`src/rtl/fighter_motion.sv`:
```
`default_nettype none
// ============================================================================
// Module   : fighter_motion
// Purpose  : Per-player walk/crouch/jump/knockback motion controller, one
//            update per frame_clk edge. Optional FIGHTER_AIR_CONTROL_EN
//            lets Left/Right steer while airborne.
// Revision : 1.0 - initial release
// ============================================================================
module fighter_motion #(
   parameter int         X_CENTER    = 40,
   parameter int         Y_GROUND    = 215,
   parameter int         X_MIN       = 10,
   parameter int         X_MAX       = 520,
   parameter int         WALK_STEP   = 2,
   parameter int         MIN_GAP     = 105,
   parameter int         JUMP_V0     = 12,
   parameter int         GRAVITY     = 1,
   parameter int         LAND_FRAMES = 2,
   parameter int         STUN_FRAMES = 8,
   parameter logic [7:0] KEY_LEFT    = 8'h04,
   parameter logic [7:0] KEY_RIGHT   = 8'h07,
   parameter logic [7:0] KEY_CROUCH  = 8'h16,
   parameter logic [7:0] KEY_JUMP    = 8'h1A
) (
   input  logic               frame_clk,
   input  logic               Reset,
   input  logic [7:0]         keycode_0,
   input  logic [7:0]         keycode_1,
   input  logic [7:0]         keycode_2,
   input  logic [7:0]         keycode_3,
   input  logic signed [10:0] XDist,
   input  logic signed [7:0]  Knockback,
   output logic [9:0]         X,
   output logic [9:0]         Y,
   output logic               Jump,
   output logic               Crouch,
   output logic               Left,
   output logic               Right,
   output logic               Stun,
   output logic               FacingRight,
   output logic [2:0]         State
);

   typedef enum logic [2:0] {
      ST_GROUND = 3'd0,
      ST_CROUCH = 3'd1,
      ST_AIR    = 3'd2,
      ST_LAND   = 3'd3,
      ST_STUN   = 3'd4
   } state_t;

   localparam logic signed [11:0] c_x_min    = 12'(X_MIN);
   localparam logic signed [11:0] c_x_max    = 12'(X_MAX);
   localparam logic signed [11:0] c_y_ground = 12'(Y_GROUND);
   localparam logic signed [11:0] c_step     = 12'(WALK_STEP);
   localparam logic signed [11:0] c_min_gap  = 12'(MIN_GAP);
   localparam logic signed [11:0] c_jump_v0  = 12'(JUMP_V0);
   localparam logic signed [11:0] c_gravity  = 12'(GRAVITY);
   localparam logic [7:0]         c_land     = 8'(LAND_FRAMES);
   localparam logic [7:0]         c_stun     = 8'(STUN_FRAMES);

   state_t             r_state, w_nxt_state;
   logic [9:0]         r_x, r_y, w_nxt_x, w_nxt_y;
   logic signed [11:0] r_yvel, w_nxt_yvel;
   logic signed [11:0] r_xvel, w_nxt_xvel;
   logic [7:0]         r_cnt, w_nxt_cnt;
   logic               r_armed, r_left, r_right, r_facing;
   logic               w_takeoff;

   logic               w_left_p, w_right_p, w_crouch_p, w_jump_p, w_knock;
   logic               w_fwd_right, w_near, w_ok_r, w_ok_l;
   logic signed [11:0] w_x, w_xdist, w_gap, w_walk, w_dx, w_kb, w_xsum;
   logic signed [11:0] w_yext, w_ysum;

   assign w_left_p   = (keycode_0 == KEY_LEFT)   || (keycode_1 == KEY_LEFT)   ||
                       (keycode_2 == KEY_LEFT)   || (keycode_3 == KEY_LEFT);
   assign w_right_p  = (keycode_0 == KEY_RIGHT)  || (keycode_1 == KEY_RIGHT)  ||
                       (keycode_2 == KEY_RIGHT)  || (keycode_3 == KEY_RIGHT);
   assign w_crouch_p = (keycode_0 == KEY_CROUCH) || (keycode_1 == KEY_CROUCH) ||
                       (keycode_2 == KEY_CROUCH) || (keycode_3 == KEY_CROUCH);
   assign w_jump_p   = (keycode_0 == KEY_JUMP)   || (keycode_1 == KEY_JUMP)   ||
                       (keycode_2 == KEY_JUMP)   || (keycode_3 == KEY_JUMP);

   assign w_x     = {2'b00, r_x};
   assign w_yext  = {2'b00, r_y};
   assign w_xdist = {XDist[10], XDist};
   assign w_kb    = {{4{Knockback[7]}}, Knockback};
   assign w_knock = (Knockback != 8'sd0);

   // Forward means toward the opponent; the gap rule only blocks forward steps.
   assign w_fwd_right = ~XDist[10];
   assign w_gap       = w_xdist[11] ? -w_xdist : w_xdist;
   assign w_near      = (w_gap <= c_min_gap);
   assign w_ok_r      = w_right_p & ~w_left_p & ~(w_fwd_right & w_near) & (w_x < c_x_max);
   assign w_ok_l      = w_left_p & ~w_right_p & ~(~w_fwd_right & w_near) & (w_x > c_x_min);
   assign w_walk      = w_ok_r ? c_step : (w_ok_l ? -c_step : 12'sd0);

   assign w_ysum = w_yext + r_yvel;

   always_comb begin
      w_nxt_state = r_state;
      w_nxt_y     = r_y;
      w_nxt_yvel  = r_yvel;
      w_nxt_xvel  = r_xvel;
      w_nxt_cnt   = r_cnt;
      w_dx        = 12'sd0;
      w_takeoff   = 1'b0;

      case (r_state)
         ST_GROUND: begin
            if (w_jump_p && r_armed) begin
               w_nxt_state = ST_AIR;
               w_nxt_yvel  = -c_jump_v0;
               w_nxt_xvel  = w_walk;
               w_takeoff   = 1'b1;
            end else if (w_crouch_p) begin
               w_nxt_state = ST_CROUCH;
            end else begin
               w_dx = w_walk;
            end
         end
         ST_CROUCH: begin
            if (w_jump_p && r_armed) begin
               w_nxt_state = ST_AIR;
               w_nxt_yvel  = -c_jump_v0;
               w_nxt_xvel  = w_walk;
               w_takeoff   = 1'b1;
            end else if (!w_crouch_p) begin
               w_nxt_state = ST_GROUND;
            end
         end
         ST_AIR: begin
`ifdef FIGHTER_AIR_CONTROL_EN
            w_dx = w_walk;
`else
            w_dx = r_xvel;
`endif
            if (w_ysum >= c_y_ground) begin
               w_nxt_y    = c_y_ground[9:0];
               w_nxt_yvel = 12'sd0;
               w_nxt_cnt  = c_land;
               w_nxt_state = (c_land == 8'd0) ? ST_GROUND : ST_LAND;
            end else begin
               w_nxt_y    = w_ysum[9:0];
               w_nxt_yvel = r_yvel + c_gravity;
            end
         end
         ST_LAND, ST_STUN: begin
            if (r_cnt <= 8'd1) begin
               w_nxt_state = ST_GROUND;
               w_nxt_cnt   = 8'd0;
            end else begin
               w_nxt_cnt = r_cnt - 8'd1;
            end
         end
         default: w_nxt_state = ST_GROUND;
      endcase

      // Knockback stuns unless we are mid-flight; it also wins over a takeoff or landing.
      if (w_knock && (r_state != ST_AIR || w_nxt_state != ST_AIR)) begin
         w_nxt_state = ST_STUN;
         w_nxt_cnt   = c_stun;
         w_nxt_y     = c_y_ground[9:0];
         w_nxt_yvel  = 12'sd0;
         w_takeoff   = 1'b0;
      end

      w_xsum = w_x + w_dx + w_kb;
      if (w_xsum < c_x_min) begin
         w_nxt_x = c_x_min[9:0];
      end else if (w_xsum > c_x_max) begin
         w_nxt_x = c_x_max[9:0];
      end else begin
         w_nxt_x = w_xsum[9:0];
      end
   end

   always_ff @(posedge frame_clk) begin
      if (!Reset) begin
         r_state  <= ST_GROUND;
         r_x      <= 10'(X_CENTER);
         r_y      <= 10'(Y_GROUND);
         r_yvel   <= 12'sd0;
         r_xvel   <= 12'sd0;
         r_cnt    <= 8'd0;
         r_armed  <= 1'b1;
         r_left   <= 1'b0;
         r_right  <= 1'b0;
         r_facing <= 1'b1;
      end else begin
         r_state  <= w_nxt_state;
         r_x      <= w_nxt_x;
         r_y      <= w_nxt_y;
         r_yvel   <= w_nxt_yvel;
         r_xvel   <= w_nxt_xvel;
         r_cnt    <= w_nxt_cnt;
         r_armed  <= ~w_jump_p | (r_armed & ~w_takeoff);
         r_left   <= (w_dx < 12'sd0);
         r_right  <= (w_dx > 12'sd0);
         r_facing <= ~XDist[10];
      end
   end

   assign X           = r_x;
   assign Y           = r_y;
   assign State       = r_state;
   assign Jump        = (r_state == ST_AIR);
   assign Crouch      = (r_state == ST_CROUCH);
   assign Stun        = (r_state == ST_STUN);
   assign Left        = r_left;
   assign Right       = r_right;
   assign FacingRight = r_facing;

endmodule
`default_nettype wire

```
`config.mk`:
```
export PLATFORM = sky130hd
export DESIGN_NAME = fighter_motion
export DESIGN_NICKNAME = d
export VERILOG_FILES = /design/src/rtl/fighter_motion.sv
export SDC_FILE = /design/constraint.sdc
export NUM_CORES = 1
export LEC_CHECK = 0
export ABC_AREA = 1
export BUFFER_PORTS_ARGS = -buffer_cell sky130_fd_sc_hd__buf_2
export CAP_MARGIN = 20
export CORE_UTILIZATION = 52
export CTS_CLUSTER_SIZE = 24
export DETAILED_ROUTE_END_ITERATION = 8
export PLACE_DENSITY_LB_ADDON = 0.05
export SETUP_SLACK_MARGIN = 0.15
export SLEW_MARGIN = 20
export SYNTH_ARGS = -nofsm -noshare
export SYNTH_HDL_FRONTEND = slang
export SYNTH_SLANG_ARGS = --single-unit
```
`constraint.sdc`:
```
create_clock -name frame_clk -period 5.4 [get_ports frame_clk]
set_clock_uncertainty 0.2 [all_clocks]
set_input_delay 0.54 -clock frame_clk [delete_from_list [all_inputs] [get_ports frame_clk]]
set_output_delay 0.54 -clock frame_clk [all_outputs]
set_load 0.1 [all_outputs]
```
==> flow_summary.yaml <==
grt:
  met3_usage_pct: 3.20
  grt_usage_pct: 25.8
  antenna_found_initial: 0
  grt_pass1_vias: 4071
  grt_max_degree: 25
  met2_usage_pct: 44.5
  top_usage_layer: "met2"
  use_met1_pct: 35.0
  grt.overflow.total: 0
  grt_pass1_wl_mm: 18.1
drt:
  first_pass_iters: 5
  wl_per_cell_um: 12.7
  drt.antenna.violating_nets: 0
  num_vias: 4415
  drt_wl_total_mm: 10.5
  route.detailed.drc: 0
  drt-initial-drc-count: 242
  vias_per_cell: 5.34
floorplan:
  io_pins: 82
  dieArea_mm2: 0.00859
  die_x_um: 92.7
  floorplan.initialDensity_pct: 54.5
  placementRows: 32
  die_h_um: 92.7
  core_mm2: 0.00785
hold_path:
  holdPathEnd: "FacingRight"
  hold_class: "input pin to flip-flop"
  hp-start: "XDist[10]"
  min_path_cells: 2
cts:
  cts_resized: 0
  cts_made_buffers: 5
  clk_latency_ps: 300
  cts_num_sinks: 49
  clockRootBuffer: "clkbuf_8"
  cts_max_path_buffers: 2
  hold_buffers: 0
  post_cts_buffers: 0
  cts-htree-levels: 2
  path_clk_slew_ps: 80
  cts_tree: "done"
synthesis:
  yosys-top-cells-count: "nand2_1, inv_1, nand3_1"
  syn_inst: 645
  synth_most_common_cell: "nand2_1"
  synth_edf_count: 0
  yosys_warnings: 0
  ys_ff_latch: 49
  synth_cell_types: 40
  synth_area_leaders: "dfxtp_1, nand2_1, inv_1, nand3_1, ha_1"
  synth_flop_cell: "dfxtp_1"
  synth_fp_nets: 736
  netlist_area_mm2: 0.00428
  synth_seq_area_share_pct: 22.9
  synth_area_per_cell_um2: 6.63
  async_flop_share_pct: 0
  yosysTopAreaCell: "dfxtp_1"
  yosys.area.top_type_share_pct: 22.9
setup_path:
  end_kind: "flip-flop"
  cp-startpoint: "XDist[3]"
  cp-start-kind: "input pin"
  critical_path_arrival_ps: 4530
  path_max_fanout: 7
  reg2reg_depth: 19
  reg2reg_from: "X[3]"
  crit_required_ps: 5400
  r2r-end: "X[7]"
  critical_path_class: "input pin to flip-flop"
  r2r_setup_slack_ps: 1210
power:
  power_uw: 902
  leakagePower_uw: 0.00241
  p_per_area_mw_per_mm2: 186
  ir_worst_vdd_mv: 0.180
job:
  drv_cap: 0
timing:
  rsz0062_at_grt: "false"
  post-route-min-period_ps: 4520
  report.final.slew_viol_count: 0
  setup_viol: 0
  relSlewSlack_pct: 65.8
  setup_tns_ps: 0
  timing.final.crit_share_pct: 83.8
  holdWs_ps: 287
  hold_viol: 0
  max_freq_mhz: 221
  layout_setup_ws_ps: 877
  worst_pin_slew_ps: 512
cells_and_area:
  areaGrowthSynthToFinish_pct: 13.5
  drive_above_1_share_pct: 17.7
  final_core_util_pct: 61.9
  final_nets: 815
  antennaDiodeCount: 0
placed_design:
  place_congestion: 0.887
  port-buffer-count: 81
  place_hpwl_mm: 8.58
  pre_cts_ws_ps: 632
outcome:
  status: "finished, final reports clean"
## worst max-delay path, cell delays in order
cell     delay [ps]
buf_2           120
or2_2           300
nor2_1          180
nand2_1          70
nand2_1          70
xor2_1           60
inv_1            50
nand3_1          90
nand4_1         100
nand3_1         100
nand2_1         310
inv_1           220
fa_1            530
inv_1            50
ha_1            310
inv_1            60
o21ai_0         290
o21ai_0         140
nand3_1         110
xor2_1          200
inv_1           100
nand3_1         110
nand3_1         180
nor3_1          230
## stage by stage
stage / cells / instance area (um^2)
finish: 827 / 4860
global route: 827 / 4860
CTS: 827 / 4860
floorplan: 645 / 4280
global placement: 819 / 4760
detailed placement: 819 / 4760
## kinds of logic (layout without fill, tap and decap cells)
logic type / Yosys count / in the layout / share of synthesized area [%]
DFF: 49 / 49 / 22.9
adders and majority gates: 38 / 38 / 13.2
muxes: 1 / 1 / 0.263
buffers and inverters: 119 / 199 / 11.0
and+or+nand+nor: 334 / 334 / 35.9
xor gates and xnor gates: 21 / 21 / 4.30
AOI/OAI and AO/OA: 83 / 83 / 12.3
## layer usage
layer | share of wire (%) | vias to the layer above
met4 | 0.73 | 0
met5 | 0 | -
li1 | - | 2271
met3 | 5.5 | 8
met2 | 46 | 115
met1 | 48 | 2021
## how the worst max path moves through the flow
| stage | slack, ps | endpoint | cells past startpoint |
|---|---|---|---|
| after floorplan | 1030 | X[0] | 20 |
| after global placement | 730 | X[7] | 24 |
| after detailed placement | 630 | X[2] | 24 |
| after CTS | 920 | X[2] | 24 |
| after global routing | 410 | X[0] | 24 |
| final | 880 | X[7] | 24 |
## cell usage in the layout, fill, tap and decap left out, drive strengths merged, types with 2 or more instances in the layout
cell	netlist	final
nand2	150	150
inv	109	109
buf	5	82
nand3	69	69
nor2	55	55
dfxtp	49	49
a21oi	43	43
ha	26	26
nand4	19	19
nor3	19	19
xor2	17	17
o21ai	16	16
fa	12	12
nor4	7	7
o22ai	7	7
clkbuf	5	7
or2	6	6
a31oi	5	5
xnor2	4	4
o211ai	4	4
nor3b	4	4
nand3b	4	4
a21o	2	2
## power breakdown
part           switching, uW  total, uW  internal (uW)
combinational            199        284           85.2
clock                    119        235            116
sequential              12.1        383            371
total                    331        902            572
## layout make-up
| class | instances | area [um^2] |
|---|---|---|
| timing repair buffer | 82 | 413 |
| inverter | 109 | 409 |
| multi-input combinational | 477 | 2830 |
| clock inverter | 1 | 5.00 |
| tap | 102 | 128 |
| fill | 796 | 2990 |
| clock buffer | 7 | 96.3 |
| sequential | 49 | 981 |
## sequential cells by signal, summed over array words and instances, names as in the netlist
| register | count |
|---|---|
| r_yvel | 12 |
| X | 10 |
| Y | 10 |
| r_cnt | 8 |
| State | 3 |
| r_xvel | 2 |
| FacingRight | 1 |
| Left | 1 |
| Right | 1 |
| r_armed | 1 |
(Power assumes the default switching activity.)
